## src/rtl/program_loader_pkg.sv

```systemverilog
`default_nettype none
// ============================================================================
// Module      : program_loader_pkg
// Description : Shared types and constants for the boot-time program loader.
// Revision    : 1.0
// ============================================================================
package program_loader_pkg;

    typedef enum logic [2:0] {
        ST_IDLE  = 3'd0,
        ST_LEN   = 3'd1,
        ST_DATA  = 3'd2,
        ST_CHECK = 3'd3,
        ST_DONE  = 3'd4,
        ST_ERROR = 3'd5
    } state_e;

    localparam int BYTES_PER_WORD = 4;
    localparam int WORD_SHIFT     = 2;

endpackage : program_loader_pkg
`default_nettype wire

```

## src/rtl/program_loader_word_assembler.sv

```systemverilog
`default_nettype none
// ============================================================================
// Module      : word_assembler
// Description : Little-endian 8-to-32 assembler; word_valid_o pulses in the
//               cycle the fourth byte of a word is accepted.
// Revision    : 1.0
// ============================================================================
module word_assembler
    import program_loader_pkg::*;
(
    input  logic        clk_i,
    input  logic        reset_i,
    input  logic        clear_i,
    input  logic        byte_valid_i,
    input  logic [7:0]  byte_i,
    output logic        word_valid_o,
    output logic [31:0] word_o
);

    logic [23:0] shreg_q, shreg_d;
    logic [1:0]  cnt_q, cnt_d;

    // The completed word is presented combinationally so the owner can
    // register it on the same edge that accepts the final byte.
    always_comb begin
        shreg_d      = shreg_q;
        cnt_d        = cnt_q;
        word_o       = {byte_i, shreg_q};
        word_valid_o = byte_valid_i && (cnt_q == 2'(BYTES_PER_WORD - 1));
        if (clear_i) begin
            cnt_d = 2'd0;
        end else if (byte_valid_i) begin
            shreg_d = {byte_i, shreg_q[23:8]};
            cnt_d   = cnt_q + 2'd1;
        end
    end

    always_ff @(posedge clk_i) begin
        if (reset_i) begin
            shreg_q <= '0;
            cnt_q   <= '0;
        end else begin
            shreg_q <= shreg_d;
            cnt_q   <= cnt_d;
        end
    end

endmodule : word_assembler
`default_nettype wire

```

## src/rtl/program_loader.sv

```systemverilog
`default_nettype none
// ============================================================================
// Module      : program_loader
// Description : Loads a length-prefixed byte stream into instruction memory
//               and holds the core in reset until the load completes.
//               Optional checksum phase: PROGRAM_LOADER_CHECKSUM_EN.
// Revision    : 1.0
// ============================================================================
module program_loader
    import program_loader_pkg::*;
#(
    parameter int DEPTH = 1024
) (
    input  logic        clk_i,
    input  logic        reset_i,
    input  logic        start_i,
    input  logic [7:0]  rx_data_i,
    input  logic        rx_valid_i,
    output logic        rx_ready_o,
    output logic        mem_we_o,
    output logic [31:0] mem_addr_o,
    output logic [31:0] mem_wdata_o,
    output logic        core_reset_o,
    output logic        busy_o,
    output logic        done_o,
    output logic        error_o
);

    localparam int IDX_W = $clog2(DEPTH) + 1;

    state_e             state_q, state_d;
    logic [IDX_W-1:0]   widx_q, widx_d;
    logic [IDX_W-1:0]   len_q, len_d;
    logic               mem_we_q, mem_we_d;
    logic [31:0]        mem_addr_q, mem_addr_d;
    logic [31:0]        mem_wdata_q, mem_wdata_d;
    logic               rx_ready_q, rx_ready_d;
    logic               busy_q, busy_d;
    logic               done_q, done_d;
    logic               error_q, error_d;
    logic               core_reset_q, core_reset_d;
`ifdef PROGRAM_LOADER_CHECKSUM_EN
    logic [31:0]        csum_q, csum_d;
`endif

    logic               byte_accept;
    logic               asm_clear;
    logic               word_valid;
    logic [31:0]        word;

    assign byte_accept = rx_valid_i && rx_ready_q;

    word_assembler u_word_assembler (
        .clk_i        (clk_i),
        .reset_i      (reset_i),
        .clear_i      (asm_clear),
        .byte_valid_i (byte_accept),
        .byte_i       (rx_data_i),
        .word_valid_o (word_valid),
        .word_o       (word)
    );

    always_comb begin
        state_d     = state_q;
        widx_d      = widx_q;
        len_d       = len_q;
        mem_we_d    = 1'b0;
        mem_addr_d  = mem_addr_q;
        mem_wdata_d = mem_wdata_q;
        asm_clear   = 1'b0;
`ifdef PROGRAM_LOADER_CHECKSUM_EN
        csum_d      = csum_q;
`endif
        case (state_q)
            ST_IDLE, ST_DONE, ST_ERROR: begin
                if (start_i) begin
                    state_d   = ST_LEN;
                    widx_d    = '0;
                    len_d     = '0;
                    asm_clear = 1'b1;
`ifdef PROGRAM_LOADER_CHECKSUM_EN
                    csum_d    = '0;
`endif
                end
            end
            ST_LEN: begin
                if (word_valid) begin
                    if (word > 32'(DEPTH)) begin
                        state_d = ST_ERROR;
                    end else if (word == 32'd0) begin
`ifdef PROGRAM_LOADER_CHECKSUM_EN
                        state_d = ST_CHECK;
`else
                        state_d = ST_DONE;
`endif
                    end else begin
                        state_d = ST_DATA;
                        len_d   = word[IDX_W-1:0];
                    end
                end
            end
            ST_DATA: begin
                if (word_valid) begin
                    mem_we_d    = 1'b1;
                    mem_addr_d  = 32'(widx_q) << WORD_SHIFT;
                    mem_wdata_d = word;
                    widx_d      = widx_q + IDX_W'(1);
`ifdef PROGRAM_LOADER_CHECKSUM_EN
                    csum_d      = csum_q ^ word;
`endif
                end else if (widx_q == len_q) begin
                    // Leave only after the final write pulse has been issued.
`ifdef PROGRAM_LOADER_CHECKSUM_EN
                    state_d = ST_CHECK;
`else
                    state_d = ST_DONE;
`endif
                end
            end
`ifdef PROGRAM_LOADER_CHECKSUM_EN
            ST_CHECK: begin
                if (word_valid) begin
                    state_d = (word == csum_q) ? ST_DONE : ST_ERROR;
                end
            end
`endif
            default: state_d = ST_IDLE;
        endcase

        busy_d       = (state_d == ST_LEN) || (state_d == ST_DATA) || (state_d == ST_CHECK);
        done_d       = (state_d == ST_DONE);
        error_d      = (state_d == ST_ERROR);
        core_reset_d = (state_d != ST_DONE);
`ifdef PROGRAM_LOADER_CHECKSUM_EN
        rx_ready_d   = busy_d;
`else
        // No bytes follow the last payload word, so refuse them during the
        // cycle of its write pulse.
        rx_ready_d   = busy_d && !((state_d == ST_DATA) && (widx_d == len_d));
`endif
    end

    always_ff @(posedge clk_i) begin
        if (reset_i) begin
            state_q      <= ST_IDLE;
            widx_q       <= '0;
            len_q        <= '0;
            mem_we_q     <= 1'b0;
            mem_addr_q   <= '0;
            mem_wdata_q  <= '0;
            rx_ready_q   <= 1'b0;
            busy_q       <= 1'b0;
            done_q       <= 1'b0;
            error_q      <= 1'b0;
            core_reset_q <= 1'b1;
`ifdef PROGRAM_LOADER_CHECKSUM_EN
            csum_q       <= '0;
`endif
        end else begin
            state_q      <= state_d;
            widx_q       <= widx_d;
            len_q        <= len_d;
            mem_we_q     <= mem_we_d;
            mem_addr_q   <= mem_addr_d;
            mem_wdata_q  <= mem_wdata_d;
            rx_ready_q   <= rx_ready_d;
            busy_q       <= busy_d;
            done_q       <= done_d;
            error_q      <= error_d;
            core_reset_q <= core_reset_d;
`ifdef PROGRAM_LOADER_CHECKSUM_EN
            csum_q       <= csum_d;
`endif
        end
    end

    assign rx_ready_o   = rx_ready_q;
    assign mem_we_o     = mem_we_q;
    assign mem_addr_o   = mem_addr_q;
    assign mem_wdata_o  = mem_wdata_q;
    assign core_reset_o = core_reset_q;
    assign busy_o       = busy_q;
    assign done_o       = done_q;
    assign error_o      = error_q;

endmodule : program_loader
`default_nettype wire

```

## config.mk

```make
export PLATFORM = sky130hd
export DESIGN_NAME = program_loader
export DESIGN_NICKNAME = d
export VERILOG_FILES = /design/src/rtl/program_loader_pkg.sv /design/src/rtl/program_loader_word_assembler.sv /design/src/rtl/program_loader.sv
export SDC_FILE = /design/constraint.sdc
export NUM_CORES = 1
export LEC_CHECK = 0
export BUFFER_PORTS_ARGS = -buffer_cell sky130_fd_sc_hd__buf_2
export CORE_MARGIN = 1
export CORE_UTILIZATION = 60
export CTS_CLUSTER_SIZE = 28
export DETAILED_ROUTE_END_ITERATION = 6
export HOLD_SLACK_MARGIN = 0.05
export PLACE_DENSITY = 0.92
export RECOVER_POWER = 100
export SLEW_MARGIN = 20
export SYNTH_ARGS = -nofsm -noshare
export SYNTH_HDL_FRONTEND = slang
export SYNTH_SLANG_ARGS = --single-unit
```

## constraint.sdc

```tcl
create_clock -name clk_i -period 5 [get_ports clk_i]
set_input_delay 1 -clock clk_i [delete_from_list [all_inputs] [get_ports clk_i]]
set_output_delay 1 -clock clk_i [all_outputs]
set_load 0.02 [all_outputs]
```

======== Word-level counts from Yosys, hierarchy flattened ========
Cells that the tools add are included.
storage, ports and cells
  register bits after elaboration ......... 100
  input bits .............................. 12
  output and inout bits ................... 70
  logic and storage cells ................. 63
operators by class
  add/subtract/negate cells ............... 2
  order comparisons ....................... 1
  eq/ne operators ......................... 13
  muxes and demuxes ....................... 18
  bitwise logic cells ..................... 2
  reduce and logical (&&, ||, !) cells .... 14
operator list
  cell                                                             count
  2-to-1 mux 11 bit                                                6
  case mux 11 bit (2 select lines)                                 2
  greater-than comparator 32 x 11 -> 1 bit, second input constant  1
  zero test 32 bit                                                 1
  == test 11 bit                                                   2
  2-to-1 mux 3 bit                                                 6
  == test 3 bit, second input constant                             4
  adder 11 x 1 -> 11 bit, second input constant                    1
  == test 3 x 2 -> 1 bit, second input constant                    3
  case mux 3 bit (3 select lines)                                  1
  == test 3 x 1 -> 1 bit, second input constant                    2
  logical AND 1 bit                                                4
  AND reduction 2 bit                                              2
  OR reduction 2 bit                                               2
  zero test 3 bit                                                  1
  2-to-1 mux 1 bit                                                 3
  != test 3 bit, second input constant                             1
  OR reduction 3 bit                                               1
  adder 2 x 1 -> 2 bit, second input constant                      1
  == test 2 bit, second input constant                             1
  logical OR 1 bit                                                 2
  inverter 1 bit                                                   2
  zero test 1 bit                                                  1

======== Longest topological paths before layout ========
  depth in word-level cells ............... 9
  depth in mapped cells ................... 11
  gate-level depth less buffers ........... 9

======== Modules after synthesis ========
From an unflattened synthesis, not the netlist that was laid out.
unflattened totals
  cells, all modules ...................... 567
  area, all modules ....................... 4767.1 µm²
modules (own cells, without submodules)
  module          instances  cells an instance  area an instance (µm²)  sequential area each (µm²)
  program_loader  1          462                3621.0                  1481.4
  word_assembler  1          105                1146.1                  520.5

======== Worst setup path after synthesis ========
No wires, ideal clock.
  path kind ............................... input to register
  start point ............................. input port rx_data_i[0]
  end point ............................... register rx_ready_q (netlist: rx_ready_o)
  setup time .............................. 127 ps
  arrival ................................. 2924 ps
  required time ........................... 4873 ps
  setup slack ............................. 1949 ps
  stages .................................. 8
  path buffers ............................ 0
  cell sequence ........................... nor4_1 > nand4_1 > nor4b_4 > mux2i_1 > xor2_1 > nand3_1 > nor4_1 > a31oi_1
on the way
  cells in the longest elaborated chain, start to end .. 9
  elaborated cells on any way between the ends .. 19
  classes of those cells .................. 1 x order compare; 4 x eq/ne; 8 x mux; 6 x reduce/logical
RTL lines
  element                                                                           line                   source
  from (decl)                                                                       program_loader.sv:17   input logic [7:0] rx_data_i,
  branches (longest 8 deep; another with greater-than comparator 32 x 11 -> 1 bit)  -
  logical AND 1 bit *                                                               program_loader.sv:139  rx_ready_d = busy_d && !((state_d == ST_DATA) && (widx_d == len_d));
  to (signal assigned)                                                              program_loader.sv:166  rx_ready_q <= rx_ready_d;
  to (decl)                                                                         program_loader.sv:37   logic rx_ready_q, rx_ready_d;
Mark *: on every way between the ends.
A chain may end at the register's enable or synchronous reset.

==> flow_summary_export.csv <==
group,metric,value,unit
cts,ctsRootBufferMaster,"clkbuf_8",
floorplanning,start_util,61.76,%
synthesis,synth.distinct_cells,49,
setup_path,cp.arrival,3.59,ns
finish,fillers,625,
grt,use_met2,49.37,%
finish,final_layout_size_suffix_gt1_share,6.179,%
pwr,peakVddDrop,0.1960,mV
run,max_cap_viol_count,2,
synthesis,synth_ff_type,"dfxtp_1",
cts,clk_latency,0.38,ns
setup_path,crit_top_cell,"clkbuf_1",
timing,min_period_over_period,66.23,%
timing,setup_tns,0,ns
finish,syn2layout_area_growth,8.565,%
timing,holdWs,0.4572,ns
status,outcome,"complete, but fails checks",
hold_path,min_path_type,"reg -> reg",
detailed_routing,vias_per_cell,5.683,
floorplanning,rows,31,
timing,worst_slack,1.688,ns
detailed_routing,vias,4058,
detailed_routing,routed_wl,10.48,mm
grt,grt_usage,28.25,%
grt,antenna_found_initial,0,
cts,cts_buffers,9,
synthesis,avgSynthCellArea,7.886,um^2
synthesis,yosys.area.top_type_share,44.93,%
timing,fin_crit,3.312,ns
timing,slew_headroom,-22.35,%
cts,clock-sinks,100,
synthesis,synth_edf_count,0,
synthesis,syn_inst,565,
detailed_routing,first_pass_iters,5,
cts,cts_resized,0,
timing,tightest_slew,1.835,ns
floorplanning,die_y,88.18,um
grt,grt_pass1_wl,17.10,mm
grt,grt_pass1_vias,3691,
grt,grt_remaining_overflow,0,
detailed_routing,remaining_drc_errors,0,
finish,multi_input_area,2226,um^2
finish,fin_nets,624,
pwr,power_density,284.6,nW/um^2
floorplanning,core_region_area,7214,um^2
placed_design,dp_worst_setup_slack,1.415,ns
cts,cts_tree,"built",
floorplanning,die_area,7775,um^2
status,violations,"max-capacitance violations, max-slew violations",
cts,cts_buffer_depth,2,
cts,clk_pin_slew_worst_paths,0.10,ns
cts,htreeDepth,3,
placed_design,routabilityCongestion,0.9265,
synthesis,synth.area.top_cells,"dfxtp_1 45%, nand2_1 13%, a21oi_1 9.3%, buf_4 3.7%, xnor2_1 3.1%",
finish,seqCellArea,2002,um^2
cts,postCtsSetupBuffers,0,
synthesis,yosys_register_bits,100,
finish,num_antenna_cells,0,
grt,grtUsageMet3,5.090,%
detailed_routing,wl_per_cell,14.68,um
placed_design,placed_area,4731,um^2
timing,drv_slew,86,
cts,cts.hold.buffers_added,0,
grt,busiest_layer,"met2",
timing,clock_skew,0.01080,ns
synthesis,async_flop_share,0,%
timing,fmax,302.0,MHz
grt,grt_start_max_net_pins,45,
setup_path,crit_chain,"clkbuf_1 > clkbuf_1 > nor2_1 > nand3_1 > inv_1",
setup_path,crit_type,"in -> reg",
floorplanning,fp.dieW,88.18,um
synthesis,synth_area,4456,um^2
pwr,leakagePower,1.666,nW
placed_design,portBuffers,60,
setup_path,endpoint_kind,"flip-flop",
finish,postLayoutCellArea,4837,um^2
synthesis,seq_area_frac_synth,44.93,%
setup_path,worst_ep_required_time,5.28,ns
timing,report.final.setup_viol,0,
synthesis,synth_warnings,0,
placed_design,dp_hpwl,7.364,mm
detailed_routing,dr.first_iter.drc_count,257,
floorplanning,io_pins,82,
setup_path,slowest_delay,1.31,ns
synthesis,synth_area_leader_cell,"dfxtp_1",
setup_path,crit_fanout,41,
detailed_routing,antenna_left,0,
setup_path,slowest_stage,"clkbuf_1",
grt,grt.met1_usage,33.65,%
setup_path,start_kind,"primary input",
timing,rsz0062_at_grt,"false",
timing,hold_violations,0,
-- path summary, 6_finish.rpt --
path,slack (ns),cells past startpoint,end,start
worst max-delay path,1.69,5,done_o$_SDFF_PP0_,reset_i
worst min-delay path,0.46,2,mem_addr_o[6]$_SDFFE_PP0P_,mem_addr_o[6]$_SDFFE_PP0P_
worst max register to register,1.90,5,mem_wdata_o[12]$_SDFFE_PP0P_,state_q[1]$_SDFF_PP0_
worst min register to register,0.46,2,mem_addr_o[6]$_SDFFE_PP0P_,mem_addr_o[6]$_SDFFE_PP0P_
-- through the flow --
stage | cells | power, mW | util, %
2_1_floorplan | 585 | 0.8834 | -
3_3_place_gp | 697 | 0.8861 | 65.30
3_5_place_dp | 698 | 0.8895 | 65.57
4_1_cts | 714 | 1.381 | 68.30
5_1_grt | 714 | 1.417 | 67.05
6_report | 714 | 1.377 | 67.05
-- layer usage --
layer / vias to the layer above / share of wire, %
li1: 1953 / -
met1: 1924 / 42
met2: 151 / 50
met3: 30 / 5.1
met4: 0 / 2.4
met5: - / 0
-- critical path, delay by kind of cell --
kind / cells / cell delay (ns)
buf+inv: 3 / 2.21
simple gates: 2 / 0.37
-- layout by cell type (no fill, tap or decap), types with 6 or more instances in the layout --
| master | instances |
|---|---|
| clkbuf_1 | 54 |
| xor2_1 | 7 |
| nor2_1 | 36 |
| buf_2 | 9 |
| xnor2_1 | 16 |
| a21oi_1 | 83 |
| nand4_1 | 7 |
| dfxtp_1 | 100 |
| nand2_1 | 157 |
| o21ai_0 | 7 |
| inv_1 | 7 |
| conb_1 | 21 |
| clkbuf_8 | 9 |
| a31oi_1 | 6 |
| nor3_1 | 10 |
| nand3_1 | 10 |
-- where the power goes --
group          internal, mW  total, mW  leakage, nW  switching (mW)
sequential            0.801      0.807        0.807         0.00620
clock                 0.194      0.506       0.0997           0.312
combinational        0.0129     0.0634        0.759          0.0504
-- area by class of cell --
cell class,count,share of cell area (%)
Clock inverter,7,1.500
Tap cell,99,2.561
Sequential cell,100,41.39
Inverter,7,0.5432
Multi-Input combinational cell,427,46.02
Timing Repair Buffer,65,5.432
Clock buffer,9,2.561
-- state kept, by name, summed over array words and instances, names as in the netlist, 2 cells and up --
name / flops
mem_addr_o: 11
widx_q: 11
u_word_assembler.cnt_q: 2
u_word_assembler.shreg_q: 24
state_q: 3
mem_wdata_o: 32
len_q: 11
-- logic make-up (layout without fill, tap and decap cells) --
logic type	Yosys count	in the layout	share of synthesized area [%]
buffers and inverters	58	88	6.796
DFF	100	100	44.93
adders and majority gates	2	2	0.5616
AOI/OAI and AO/OA	120	120	15.84
xor gates and xnor gates	23	23	4.521
muxes	4	4	0.8987
and+or+nand+nor	257	257	26.37
other	1	21	0.08417
-- Yosys cell counts (3+ instances only) --
library cell  count
nor4_1            5
inv_1             7
xor2_1            7
nand2_1         157
a21oi_1          83
nor3_1           10
nand3_1          10
and2_1            5
o21ai_0           7
mux2i_1           4
clkbuf_1         27
and3_1            4
nor2_1           36
dfxtp_1         100
xnor2_1          16
buf_4            22
and4_1            3
nor2b_1           5
nand4_1           7
a22oi_1           3
a31oi_1           6
nor4_2            4
o31ai_1           3
Note: power is estimated with default switching activity, not from simulation.
